--- config.mk ---
export PLATFORM = sky130hd
export DESIGN_NAME = imem_loader
export DESIGN_NICKNAME = d
export VERILOG_FILES = /design/src/rtl/imem_loader_pkg.sv /design/src/rtl/imem_loader_word_pack.sv /design/src/rtl/imem_loader.sv
export SDC_FILE = /design/constraint.sdc
export NUM_CORES = 1
export LEC_CHECK = 0
export CORE_MARGIN = 2
export CORE_UTILIZATION = 60
export CTS_BUF_LIST = sky130_fd_sc_hd__clkbuf_16
export DETAILED_ROUTE_END_ITERATION = 8
export HOLD_SLACK_MARGIN = 0.1
export PLACE_DENSITY_LB_ADDON = 0.12
export SLEW_MARGIN = 20
export SYNTH_ARGS = -nofsm -noshare
export SYNTH_HDL_FRONTEND = slang
export SYNTH_HIERARCHICAL = 1
export SYNTH_SLANG_ARGS = --single-unit
--- constraint.sdc ---
create_clock -name clk -period 4.12 [get_ports clk]
set_clock_uncertainty 0.05 [all_clocks]
set_input_delay 0.412 -clock clk [delete_from_list [all_inputs] [get_ports clk]]
set_output_delay 0.412 -clock clk [all_outputs]
set_load 0.1 [all_outputs]
--- src/rtl/imem_loader_pkg.sv ---
// imem_loader_pkg
// Shared definitions for the instruction-memory loader: the FSM state
// encoding, the default instruction-memory capacity, and the framing
// constants of the load stream. The stream is a two-byte word count N,
// N big-endian 32-bit words, and one XOR checksum byte.
package imem_loader_pkg;

  // Default capacity in 32-bit words (1 KB of instruction memory).
  localparam int MAX_WORDS_DEFAULT = 256;

  // Stream framing.
  localparam int HDR_BYTES      = 2;
  localparam int CSUM_BYTES     = 1;
  localparam int BYTES_PER_WORD = 4;

  typedef enum logic [2:0] {
    ST_IDLE  = 3'd0,
    ST_HDR0  = 3'd1,
    ST_HDR1  = 3'd2,
    ST_DATA  = 3'd3,
    ST_WRITE = 3'd4,
    ST_CSUM  = 3'd5,
    ST_DONE  = 3'd6,
    ST_ERR   = 3'd7
  } state_e;

endpackage

--- src/rtl/imem_loader_word_pack.sv ---
// word_pack
// Assembles incoming stream bytes into a 32-bit big-endian word. The first
// byte of a word ends up in bits 31:24.
// Ports:
//   clk       - clock, rising edge
//   rst       - synchronous active-low reset
//   clear     - zero the byte counter and word register
//   shift_en  - a byte is being accepted this cycle
//   byte_in   - the byte being accepted
//   word      - the word assembled so far
//   word_full - this cycle's accepted byte completes the word
module word_pack
  import imem_loader_pkg::*;
(
  input  logic        clk,
  input  logic        rst,
  input  logic        clear,
  input  logic        shift_en,
  input  logic [7:0]  byte_in,
  output logic [31:0] word,
  output logic        word_full
);

  localparam logic [1:0] LAST_BYTE = 2'(BYTES_PER_WORD - 1);

  logic [31:0] word_q, word_d;
  logic [1:0]  cnt_q, cnt_d;

  always_comb begin
    word_d = word_q;
    cnt_d  = cnt_q;
    if (clear) begin
      word_d = '0;
      cnt_d  = '0;
    end else if (shift_en) begin
      word_d = {word_q[23:0], byte_in};
      cnt_d  = cnt_q + 2'd1;
    end
  end

  always_ff @(posedge clk) begin
    if (!rst) begin
      word_q <= '0;
      cnt_q  <= '0;
    end else begin
      word_q <= word_d;
      cnt_q  <= cnt_d;
    end
  end

  assign word = word_q;

  // Combinational so the FSM can leave DATA on the same edge that latches
  // the fourth byte; the counter wraps to zero on its own at that edge.
  assign word_full = shift_en && !clear && (cnt_q == LAST_BYTE);

endmodule

--- src/rtl/imem_loader.sv ---
// imem_loader
// Receives a byte stream (N high, N low, N big-endian words, XOR checksum),
// writes each word into instruction memory, and releases the processor
// reset only after a load completes with a matching checksum.
// Ports:
//   clk      - clock, rising edge
//   rst      - synchronous active-low reset
//   start    - begin a load (sampled in IDLE/DONE/ERR)
//   rx_valid - rx_data holds a valid byte
//   rx_data  - stream byte
//   rx_ready - loader accepts a byte this cycle
//   im_we    - one-cycle instruction-memory write strobe
//   im_addr  - word-aligned byte address of the write
//   im_wdata - word being written
//   cpu_rst  - active-high core reset, low only in DONE
//   done     - load finished with good checksum
//   err      - load aborted (oversized N or bad checksum)
module imem_loader
  import imem_loader_pkg::*;
#(
  parameter int MAX_WORDS = MAX_WORDS_DEFAULT
) (
  input  logic        clk,
  input  logic        rst,
  input  logic        start,
  input  logic        rx_valid,
  input  logic [7:0]  rx_data,
  output logic        rx_ready,
  output logic        im_we,
  output logic [9:0]  im_addr,
  output logic [31:0] im_wdata,
  output logic        cpu_rst,
  output logic        done,
  output logic        err
);

  // Wide enough to count up to MAX_WORDS itself.
  localparam int IDX_W = $clog2(MAX_WORDS + 1);

  state_e             state_q, state_d;
  logic [15:0]        n_q, n_d;
  logic [IDX_W-1:0]   idx_q, idx_d;
  logic [IDX_W-1:0]   idx_inc;
  logic [7:0]         xor_q, xor_d;
  logic [9:0]         addr_hold_q, addr_hold_d;
  logic [31:0]        data_hold_q, data_hold_d;

  logic [15:0]        n_full;
  logic [9:0]         addr_cur;
  logic               pack_clear;
  logic               pack_shift;
  logic [31:0]        pack_word;
  logic               pack_full;

  word_pack u_word_pack (
    .clk       (clk),
    .rst       (rst),
    .clear     (pack_clear),
    .shift_en  (pack_shift),
    .byte_in   (rx_data),
    .word      (pack_word),
    .word_full (pack_full)
  );

  assign n_full   = {n_q[15:8], rx_data};
  assign idx_inc  = idx_q + IDX_W'(1);
  assign addr_cur = 10'(idx_q) << 2;

  // Next-state logic. Every state shares the same "start a new load"
  // behaviour from IDLE/DONE/ERR, which also wipes the per-load counters.
  always_comb begin
    state_d     = state_q;
    n_d         = n_q;
    idx_d       = idx_q;
    xor_d       = xor_q;
    addr_hold_d = addr_hold_q;
    data_hold_d = data_hold_q;
    rx_ready    = 1'b0;
    pack_clear  = 1'b0;
    pack_shift  = 1'b0;

    case (state_q)
      ST_IDLE, ST_DONE, ST_ERR: begin
        if (start) begin
          state_d    = ST_HDR0;
          idx_d      = '0;
          xor_d      = '0;
          pack_clear = 1'b1;
        end
      end

      ST_HDR0: begin
        rx_ready = 1'b1;
        if (rx_valid) begin
          n_d     = {rx_data, n_q[7:0]};
          state_d = ST_HDR1;
        end
      end

      ST_HDR1: begin
        rx_ready = 1'b1;
        if (rx_valid) begin
          n_d = n_full;
          if (32'(n_full) > MAX_WORDS) begin
            state_d = ST_ERR;
          end else if (n_full == 16'd0) begin
            state_d = ST_CSUM;
          end else begin
            state_d = ST_DATA;
          end
        end
      end

      ST_DATA: begin
        rx_ready = 1'b1;
        if (rx_valid) begin
          pack_shift = 1'b1;
          xor_d      = xor_q ^ rx_data;
          if (pack_full) begin
            state_d = ST_WRITE;
          end
        end
      end

      // The strobe cycle: remember address/data so the outputs keep
      // showing the last write after we leave.
      ST_WRITE: begin
        addr_hold_d = addr_cur;
        data_hold_d = pack_word;
        idx_d       = idx_inc;
        pack_clear  = 1'b1;
        if (16'(idx_inc) == n_q) begin
          state_d = ST_CSUM;
        end else begin
          state_d = ST_DATA;
        end
      end

      ST_CSUM: begin
        rx_ready = 1'b1;
        if (rx_valid) begin
          state_d = (rx_data == xor_q) ? ST_DONE : ST_ERR;
        end
      end

      default: begin
        state_d = ST_IDLE;
      end
    endcase
  end

  always_ff @(posedge clk) begin
    if (!rst) begin
      state_q     <= ST_IDLE;
      n_q         <= '0;
      idx_q       <= '0;
      xor_q       <= '0;
      addr_hold_q <= '0;
      data_hold_q <= '0;
    end else begin
      state_q     <= state_d;
      n_q         <= n_d;
      idx_q       <= idx_d;
      xor_q       <= xor_d;
      addr_hold_q <= addr_hold_d;
      data_hold_q <= data_hold_d;
    end
  end

  assign im_we    = (state_q == ST_WRITE);
  assign im_addr  = im_we ? addr_cur  : addr_hold_q;
  assign im_wdata = im_we ? pack_word : data_hold_q;
  assign cpu_rst  = (state_q != ST_DONE);
  assign done     = (state_q == ST_DONE);
  assign err      = (state_q == ST_ERR);

endmodule

Yosys cells after proc, flatten, opt, wreduce, memory -nomap -nowiden
Index checks and enable logic that the tools add are counted.
Storage, ports and cells
  register bits after elaboration: 112
  input port bits: 12
  logic and storage cells: 74
Operators by class
  add/sub/neg operators: 2
  $lt $le $gt $ge: 1
  equality and inequality tests: 17
  muxes and demuxes: 26
  bitwise operators: 4
  reductions and logical operators: 15
Operator list (count)
  $mux W32: 1
  $pmux W16 S2: 1
  $mux W3: 9
  $mux W8: 3
  $pmux W3 S6: 1
  $pmux W9 S2: 1
  $eq A9 B16 Y1: 1
  $gt A16 B9 Y1 const B: 1
  $logic_not A16 Y1: 1
  $mux W16: 1
  $pmux W8 S2: 1
  $eq A3 B3 Y1 const B: 4
  $ne A2 B2 Y1 const B: 6
  $mux W10: 1
  $add A9 B1 Y9 const B: 1
  $mux W9: 1
  $reduce_and A3 Y1: 3
  $eq A8 B8 Y1: 1
  $xor A8 B8 Y8: 1
  $eq A3 B2 Y1 const B: 2
  $reduce_and A6 Y1: 1
  $mux W1: 5
  $reduce_bool A2 Y1: 2
  $reduce_or A4 Y1: 1
  other kinds (12): 15

Depth between registers and ports, before layout
Gate-level depths: netlist of run 1.
  depth in word-level cells: 9
  depth in mapped cells: 11
  gate-level depth less buffers: 10

Modules after synthesis
The synthesis of run 1 kept the hierarchy.
By module, submodules not included
  imem_loader: instances 1, cells an instance 475, area each 3658.5 sq um
  word_pack: instances 1, cells an instance 113, area each 1282.5 sq um

Worst setup path before layout of run 1
Ideal clock, no wire load.
  path type: reg2out
  start point: register state_q[1]
  end point: output port im_addr[6]
  arrival: 2.986 ns
  setup slack: 0.672 ns
  cell stages (with the launch flop): 6
  path through: dfxtp_1 buf_2 nor2_1 nand2_1 buf_2 o21ai_0
On the way
  longest elaborated chain between the ends: 2
Ends and longest elaborated chain
  start, declared: RTL line imem_loader.sv:40  | state_e state_q, state_d;
  start signal, assigned: RTL line imem_loader.sv:161  | state_q <= state_d;
  $eq A3 B3 Y1: RTL line imem_loader.sv:170  | assign im_we = (state_q == ST_WRITE);
  $mux W10
  end, declared: RTL line imem_loader.sv:30  | output logic [9:0] im_addr,
Every way passes these cells.

Worst setup path after layout of run 1
  start point: register state_q[1]
  end point: output port rx_ready
On the way
  longest elaborated chain between the ends: 3
  elaborated cells between the ends (all ways): 6
Ends and longest elaborated chain
  $eq A3 B1 Y1, or another cell as far along: RTL line imem_loader.sv:82  | case (state_q)
  $reduce_or A4 Y1 (no line) (*)
  $mux W1 (*): RTL line imem_loader.sv:82
  end, declared: RTL line imem_loader.sv:28  | output logic rx_ready,
Every way passes the cells marked *; elsewhere a longest branch is shown, timed or not.

==> summary.txt, run 1 <==
Setup path
  • Crit Path Max Fanout: 13
  • CP max-delay cell: clkdlybuf4s50_1
  • Cell Chain, Critical Path: nor2b_2, nand2b_1, clkdlybuf4s50_1
  • Crit end category: output pin
  • Buf/Inv on CP: 1
  • Crit-path max cell delay: 1120 ps
  • Family with the most delay on the worst path: buffers and inverters
  • Critical path class: flip-flop to output pin
  • Startpoint Class: flip-flop
  • Reg2Reg Setup Slack: around 1300 ps
  • CP Data Arrival Time: ~2400 ps
  • CP required: between 3000 and 4000 ps

Run
  • Number of max-cap violations: 0

Logic synthesis
  • Number of synthesized register bits: 112
  • Area leader, netlist: dfxtp_1
  • Synth Area per Inst: between 8 and 9 sq um
  • Sequential share of the synthesized area: 45.4%
  • Synth area leaders: dfxtp_1 45%, nand2_1 12%, mux2i_1 9.7%, a21oi_1 5.5%, nor2_1 4.1%
  • Distinct cells, synth: between 50 and 60
  • Asr flop ratio synth: 0%
  • Primary FF master, synth: dfxtp_1
  • Post-synthesis instance total: 588
  • Mapped Nets: roughly 600
  • Mapped Area: 4940 sq um
  • Synth Warn #: 6
  • Synth top cells by count: 153 x nand2_1, 112 x dfxtp_1, 54 x a21oi_1, 54 x nor2_1, 48 x mux2i_1
  • Post-synth EDFFs: 0
  • Most frequent cell after synthesis: nand2_1
  • Share of the synthesized area in the top cell type: 45.4%

STA
  • Final Critical Period: between 2000 and 3000 ps
  • Post-route setup TNS: 0 ps
  • Highest clock rate: 345 MHz
  • Worst-Margin Slew: 970 ps
  • RSZ-0062 raised after global routing: no
  • Slew HR: 35.1%
  • Final Cycle Share: 70.4%
  • Final hold vios: 0
  • Max Slew Vio Count: 0
  • Hold slack final: 414 ps
  • Setup violations, final: 0
  • Worst Slack Setup Final: 1220 ps

Power and ir drop
  • Peak supply drop: between 300 and 400 uV
  • Power Density: 389 nW/um^2
  • Pleak: 2.29 nW

Final layout
  • Post-route core utilization: a little over two thirds
  • Layout overhead on the synthesized area: 13.8%
  • Final instance area: 5620 sq um
  • # diodes: 0
  • Fill cell count: 700
  • Nets: ~640
  • Layout cells sized above 1: 12.7%

CTS
  • Hold_buf cts: 0
  • Sink Count: 112
  • Total CTS buffers: 9
  • H-Tree Depth: 3
  • Clk buf depth: 2
  • Root Driver: clkbuf_16
  • Post-CTS sizing: 0
  • Post-CTS Setup Repair Bufs: 0
  • CTS tree: yes
  • Clock insertion delay at the later pin of the skew report: 340 ps
  • Worst-path clk slew: 70 ps

Global routing
  • Total congestion overflow: 0
  • Vias in the first global route: around 3,500
  • First-pass GRT wire length: around 17,000 um
  • Pin count of the biggest net entering global routing: 57
  • GRT Overall Usage: a little under a quarter
  • Initial antenna violation count: 0

Routing
  • DR iter-0 viols: 326
  • First-pass DRT Iterations: 5
  • Drt total wl: approximately 10,000 um
  • WL/cell: 14.3 um
  • Via count: 4,110
  • Final ANT Viol Nets: 0
  • Drc violations: 0
  • Via density: approximately 5.6

Placed design
  • DP HPWL: 7090 um
  • Placement Setup Slack: 1350 ps
  • Placed cell area: about 5400 sq um
  • Buffers added on ports: 58
  • RePlAce Congestion: 0.863

Outcome
  • Outcome: completed

Die
  • Number of top-level design ports: a little under 60
  • CORE AREA: 8090 sq um
  • Die H: around 95 um
  • Initial core utilization: 61.1%
  • DIE WIDTH: around 95 um
  • Die area: 8980 sq um
  • Row count: 33

Min path
  • HP Class: flip-flop to flip-flop
report_power, final:
group	switching, mW	total [mW]	internal [mW]
combinational	0.166	0.255	0.0889
clock	0.393	0.806	0.413
sequential	0.0261	1.13	1.10
total	0.586	2.19	1.60
state kept, by name, indices dropped and copies added (netlist names):
| register | flops |
|---|---|
| addr_hold_q | 10 |
| data_hold_q | 32 |
| idx_q | 9 |
| n_q | 16 |
| state_q | 3 |
| u_word_pack/cnt_q | 2 |
| u_word_pack/word | 32 |
| xor_q | 8 |
worst register-to-register path, stage by stage (launching register included):
cell	delay, ps
dfxtp_1	600
nor2_1	130
nand2_2	110
buf_4	460
and2_1	280
inv_2	100
and3b_1	210
nand2b_1	120
nand3_1	110
a31oi_1	240
mux2i_1	200
nor2_1	60
final timing paths:
check	start	end	cells past startpoint
max reg2reg	state_q[0]	state_q[0]	11
min reg2reg	data_hold_q[24]	data_hold_q[24]	2
min	data_hold_q[24]	data_hold_q[24]	2
max	state_q[1]	rx_ready	3
cell type report:
class | instances | area, sq um | share of cell area, %
multi-input combinational | 433 | 2450 | 43.5
sequential | 112 | 2240 | 39.9
timing repair buffer | 62 | 503 | 8.94
clock buffer | 9 | 225 | 4.00
tap | 105 | 131 | 2.34
clock inverter | 7 | 48.8 | 0.868
inverter | 7 | 26.3 | 0.467
cell usage in the layout (no fill, tap or decap), types with 3 or more instances in the layout:
master           instances
buf_4                   47
nand3_1                  6
dfxtp_1                112
or3_1                    4
nor2_1                  54
mux2i_1                 48
xnor2_1                  7
nand2_1                152
xor2_1                  15
a21oi_1                 54
nand3b_1                 3
o21ai_0                  9
nand4_1                  5
inv_1                    5
a22oi_1                  7
nor3_1                   9
a21boi_0                 3
nor4_2                   3
inv_2                    3
o21a_1                   6
clkbuf_16                9
or2_2                    3
nand2b_1                 5
and2_1                   7
and3_1                   4
clkdlybuf4s50_1         15
layer usage:
| metal | vias to the layer above | global-route usage (%) | share of wire (%) | wire length (um) |
|---|---|---|---|---|
| li1 | 2041 | - | - | - |
| met4 | 0 | 6.16 | 0.87 | 91 |
| met5 | - | 0 | 0 | 0 |
| met3 | 11 | 4.39 | 4.6 | 478 |
| met1 | 1958 | 32.6 | 47 | 4930 |
| met2 | 100 | 37.4 | 48 | 4990 |
cells by family after synthesis:
kind of cell | synth area share [%]
and+or+nand+nor | 23.9
DFF | 45.4
AOI/OAI and AO/OA | 11.2
muxes | 9.95
buffers and inverters | 5.17
xor gates and xnor gates | 3.90
adders and majority gates | 0.506
through the flow:
stage | instances | total power, mW
after floorplan | 588 | 1.35
after global placement | 719 | 1.40
after detailed placement | 719 | 1.40
after CTS | 735 | 2.20
after global routing | 735 | 2.27
final | 735 | 2.19
Note: power is estimated with default switching activity, not from simulation.
==> run 2, diff against run 1 <==
- CORE_UTILIZATION: 60 -> 50
- clock period: 4.12 -> 2.4 ns (I/O delays scaled with it)
==> run 2 against run 1 <==
Net effect: global-route usage fell by 1.2 points; combinational power rose by 84%; register-to-register slack worse by 1100 ps; sequential cell count unchanged; routed wire length is 6.1% higher.
==> summary.txt, run 2 (synthesis gave the netlist of run 1 again) <==
Routing
  • Via count: 4,113
  • Drt total wl: 11,100 um
  • First-pass DRT Iterations: 4
  • WL/cell: 14.3 um
  • Via density: 5.29
  • Drc violations: 0
  • DR iter-0 viols: 154
  • Final ANT Viol Nets: 0

Die
  • Number of top-level design ports: between 50 and 60
  • Row count: 36
  • CORE AREA: roughly 9700 sq um
  • Die area: 10,700 sq um
  • Initial core utilization: 51.0%
  • DIE WIDTH: 103 um
  • Die H: 103 um

Placed design
  • Buffers added on ports: 58
  • Placement Setup Slack: 184 ps
  • Placed cell area: between 6000 and 7000 sq um
  • Dpl cells: 762
  • RePlAce Congestion: a little under 0.9
  • DP HPWL: 7910 um

Final layout
  • Area of the multi-input gates: between 2000 and 2500 sq um
  • Register area: 2240 sq um
  • # diodes: 0
  • Final instance area: approximately 6400 sq um
  • Layout overhead on the synthesized area: 29.0%
  • Nets: 654
  • Fill cell count: 790
  • Layout cells sized above 1: 16.1%
  • Non-filler cells in the finished layout: approximately 780
  • Most frequent cells in the layout: 152 x nand2_1, 110 x dfxtp_1, 54 x nor2_1, 54 x a21oi_1, 48 x mux2i_1
  • Commonest non-fill, non-tap cell in the layout: nand2_1

Setup path
  • CP Data Arrival Time: ~2300 ps
  • Family with the most delay on the worst path: simple AND/OR/NAND/NOR gates
  • Crit-path max cell delay: 390 ps
  • CP most frequent cell: and2_1
  • CP required: around 2600 ps
  • Startpoint Class: flip-flop
  • Buf/Inv on CP: 1
  • Critical path class: flip-flop to flip-flop
  • Crit Path Max Fanout: 10
  • CP max-delay cell: dfxtp_2
  • Cell Chain, Critical Path: and2_1, o21ai_2, and2_1, inv_2, and3b_1, nand2b_1, nand3_1, a31oi_1, mux2i_1, nor2_1
  • Crit end category: flip-flop

CTS
  • Total CTS buffers: 9
  • Hold_buf cts: 0
  • CTS tree: yes
  • H-Tree Depth: 3
  • Worst-path clk slew: 80 ps
  • Sink Count: 112
  • Clk buf depth: 2
  • Root Driver: clkbuf_16
  • Post-CTS Setup Repair Bufs: 0
  • Clock insertion delay at the later pin of the skew report: approximately 350 ps

Global routing
  • Pin count of the biggest net entering global routing: between 40 and 50
  • GRT Overall Usage: approximately 22%
  • Vias in the first global route: 3,944
  • First-pass GRT wire length: approximately 19,000 um
  • Initial antenna violation count: 0
  • Total congestion overflow: 0

STA
  • Setup violations, final: 0
  • Highest clock rate: 461 MHz
  • Final hold vios: 0
  • Slew HR: 69.8%
  • Worst-Margin Slew: 449 ps
  • Worst Slack Setup Final: ~230 ps
  • Final Cycle Share: about nine tenths
  • RSZ-0062 raised after global routing: no
  • Final Critical Period: 2170 ps
  • Post-route setup TNS: 0 ps
  • Max Slew Vio Count: 0

Power and ir drop
  • Peak supply drop: 554 uV
  • Pleak: 2.51 nW
  • Power Density: 623 nW/um^2

Run
  • Number of max-cap violations: 0

Min path
  • HP Class: flip-flop to flip-flop

Outcome
  • Outcome: completed
==> run 2: final timing paths <==
check,start,end,slack (ps),cells after the start
worst min-delay path,data_hold_q[30],data_hold_q[30],410,2
worst max-delay path,state_q[2],state_q[0],230,10
worst max register to register,state_q[2],state_q[0],230,10
worst min register to register,data_hold_q[30],data_hold_q[30],410,2
==> run 2: layout make-up <==
type	instances	share of cell area (%)
clock buffers	9	3.53
clock inverters	7	1.51
inverters	7	0.412
multi-input cells	433	38.4
flip-flops and latches	112	35.2
well taps	133	2.61
repair buffers	77	18.3
==> run 2: where the power goes <==
part | total [mW] | switching [mW] | leakage (nW) | internal (mW)
clock | 1.58 | 0.732 | 0.155 | 0.845
combinational | 0.468 | 0.299 | 1.45 | 0.169
sequential | 1.93 | 0.0385 | 0.904 | 1.89
total | 3.97 | 1.07 | 2.51 | 2.90
==> run 2: metrics by stage <==
stage | hold slack, ps | total power, mW | util [%]
2_1_floorplan | 324 | 2.31 | -
3_3_place_gp | 400 | 2.42 | 62.5
3_5_place_dp | 406 | 2.43 | 62.5
4_1_cts | 416 | 4.01 | 65.8
5_1_grt | 436 | 4.12 | 65.8
6_report | 413 | 3.97 | 65.8
==> run 2: worst reg2reg max path, delay by kind of cell (launching register included) <==
| kind | cells | cell delay [ps] |
|---|---|---|
| simple gates | 6 | 870 |
| compound gates | 2 | 440 |
| buf+inv | 1 | 90 |
| mux | 1 | 210 |
| flops | 1 | 390 |
==> run 2: timing repair <==
item | 4_1_cts | 5_1_grt
hold endpoints to repair | 0 | 0
gates resized for setup | 0 | 2
endpoints found under the setup margin | 0 | 7
==> run 2: metal layers <==
metal | track usage, % | share of wire (%)
met4 | 7.49 | 1.2
met3 | 3.97 | 4.3
met1 | 29.0 | 45
met5 | 0 | 0
met2 | 37.3 | 49
==> run 3, diff against run 2 <==
- CELL_PAD_IN_SITES_DETAIL_PLACEMENT: not set -> 1
- CELL_PAD_IN_SITES_GLOBAL_PLACEMENT: not set -> 2
- CORE_UTILIZATION: 50 -> 30
==> run 3 against run 2 <==
Net effect: non-clock buffer count is 4 higher; sequential cell count stayed put; via count is 0.90% higher; register-to-register slack better by 110 ps; utilization is 25 points lower; sequential share of layout area is 0.51 points lower; fmax is 2.8% lower; worst setup slack worse by 61 ps; critical path depth is 2 lower; clock power is 9% lower; count of clock-buffer cells in the layout stayed put; cell count is 11% higher.
==> summary.txt, run 3 (synthesis gave the netlist of run 1 again) <==
Outcome
  • Outcome: completed

Final layout
  • Post-route core utilization: 40.4%
  • Final instance area: 6470 sq um
  • Most frequent cells in the layout: 152 x nand2_1, 110 x dfxtp_1, 54 x a21oi_1
  • Non-filler cells in the finished layout: 865
  • Layout overhead on the synthesized area: 30.9%
  • Layout cells sized above 1: 16.5%
  • # diodes: 0
  • Commonest non-fill, non-tap cell in the layout: nand2_1
  • Nets: 658

Die
  • Initial core utilization: about 31%
  • Row count: 46
  • DIE WIDTH: 132 um
  • CORE AREA: between 15,000 and 20,000 sq um
  • Die area: 17,500 sq um
  • Die H: 132 um
  • Number of top-level design ports: 59

Setup path
  • Startpoint Class: flip-flop
  • Critical path class: flip-flop to output pin
  • Crit Path Max Fanout: 22
  • Critical Path Sink: im_wdata[19]
  • Crit-path max cell delay: 390 ps
  • RR Startpoint: state_q[2]
  • CP max-delay cell: dfxtp_2
  • Worst Reg-to-Reg Cells: 10
  • Reg2Reg Setup Slack: 340 ps
  • Worst reg2reg endpoint: state_q[0]
  • CP required: 2110 ps
  • Family with the most delay on the worst path: buffers and inverters
  • Buf/Inv on CP: 4
  • CP Data Arrival Time: 1940 ps
  • Crit end category: output pin
  • Cell Chain, Critical Path: nor2_2, nand2_2, buf_4, inv_2, buf_6, nand2_1, nand2_1, buf_12
  • Beginning of the critical path: state_q[1]
  • Critical Path Stages: 8
  • CP most frequent cell: nand2_1

Global routing
  • Vias in the first global route: between 4,000 and 5,000
  • GRT Overall Usage: ~16%
  • Pin count of the biggest net entering global routing: 46
  • First-pass GRT wire length: around 23,000 um
  • Initial antenna violation count: 0
  • Total congestion overflow: 0

Routing
  • Final ANT Viol Nets: 0
  • First-pass DRT Iterations: 4
  • Drt total wl: between 10,000 and 15,000 um
  • Via density: 4.80
  • WL/cell: 16.1 um
  • Drc violations: 0
  • DR iter-0 viols: 159
  • Via count: 4,150

Run
  • Number of max-cap violations: 0

Power and ir drop
  • Gate power share: 13.4%
  • Pleak: around 2.5 nW
  • Switch share: between 20% and 30%
  • Peak supply drop: between 300 and 400 uV
  • Power Density: 599 nW/um^2
  • Internal: 2.79 mW
  • Sequential share of power: 49.7%
  • Clock power share: 36.9%
  • P_sw: ~1.1 mW

STA
  • Worst-Margin Slew: 587 ps
  • Final Cycle Share: 92.9%
  • Highest clock rate: 448 MHz
  • Slew HR: 60.8%
  • Final hold vios: 0
  • Setup violations, final: 0
  • Max Slew Vio Count: 0
  • Final Critical Period: 2230 ps
  • RSZ-0062 raised after global routing: no
  • Post-route setup TNS: 0 ps

Placed design
  • RePlAce Congestion: between 0.8 and 0.9
  • Placed cell area: ~6000 sq um
  • Buffers added on ports: 58
  • DP HPWL: 10,300 um
  • Dpl cells: ~850

CTS
  • Clk buf depth: 2
  • H-Tree Depth: 3
  • Total CTS buffers: 9
  • Post-CTS Setup Repair Bufs: 0
  • CTS tree: yes
  • Root Driver: clkbuf_16
  • Worst-path clk slew: 80 ps
  • Hold_buf cts: 0
  • Sink Count: 112
  • Clock insertion delay at the later pin of the skew report: 360 ps

Min path
  • HP Class: flip-flop to flip-flop
run 3: cell types whose count changed in the layout (fill, tap and decap cells not counted), moves of 2 or more:
| cell | before | now |
|---|---|---|
| inv_8 | 3 | 0 |
| buf_4 | 21 | 23 |
| buf_6 | 0 | 2 |
| inv_6 | 1 | 3 |
run 3: worst min path at each step:
stage | to | depth (start not counted) | slack [ps] | start
6_report | data_hold_q[19] | 2 | 410 | data_hold_q[19]
2_1_floorplan | state_q[1] | 1 | 320 | rst
3_3_place_gp | data_hold_q[18] | 2 | 400 | data_hold_q[18]
5_1_grt | data_hold_q[19] | 2 | 440 | data_hold_q[19]
4_1_cts | data_hold_q[19] | 2 | 420 | data_hold_q[19]
3_5_place_dp | data_hold_q[19] | 2 | 410 | data_hold_q[19]
run 3: metrics by stage:
step	hold slack [ps]	setup slack, ps	power (mW)
final	413	170	3.87
after global routing	441	40.0	4.05
after CTS	417	47.3	3.93
after detailed placement	406	232	2.49
after global placement	400	331	2.48
after floorplan	324	-183	2.31
run 3: timing repair:
action,4_1_cts,5_1_grt
pin swaps,0,0
gates resized for setup,3,2
setup endpoints to repair,38,40
run 3: area by class of cell:
| cell class | instances | area [sq um] |
|---|---|---|
| inverters | 7 | 26.3 |
| repair buffers | 81 | 1210 |
| flip-flops and latches | 112 | 2240 |
| clock buffers | 9 | 225 |
| clock inverters | 7 | 46.3 |
| fillers | 1913 | 9530 |
| well taps | 216 | 270 |
| multi-input cells | 433 | 2450 |
run 3: layer usage:
metal  share of wire [%]  track usage, %  wire [um]
met5                   0               0          0
met4                 2.3            5.62        325
met2                  50            29.0       6930
met3                 2.2            2.81        308
met1                  46            20.3       6320
run 3: power by group through the flow:
stage               clock [mW]  sequential (mW)  combinational, mW
detailed placement           0             1.97              0.523
global placement             0             1.97              0.517
floorplan                    0             1.95              0.359
global route              1.56             1.93              0.563
finish                    1.43             1.93              0.517
CTS                       1.48             1.92              0.526
run 3: worst reg2reg max path: stages (launching register included):
cell	delay, ps
dfxtp_2	390
and2_1	200
o21ai_2	200
and2_1	180
inv_2	40
and3b_1	180
nand2b_1	110
nand3_1	100
a31oi_1	220
mux2i_1	220
nor2_1	50
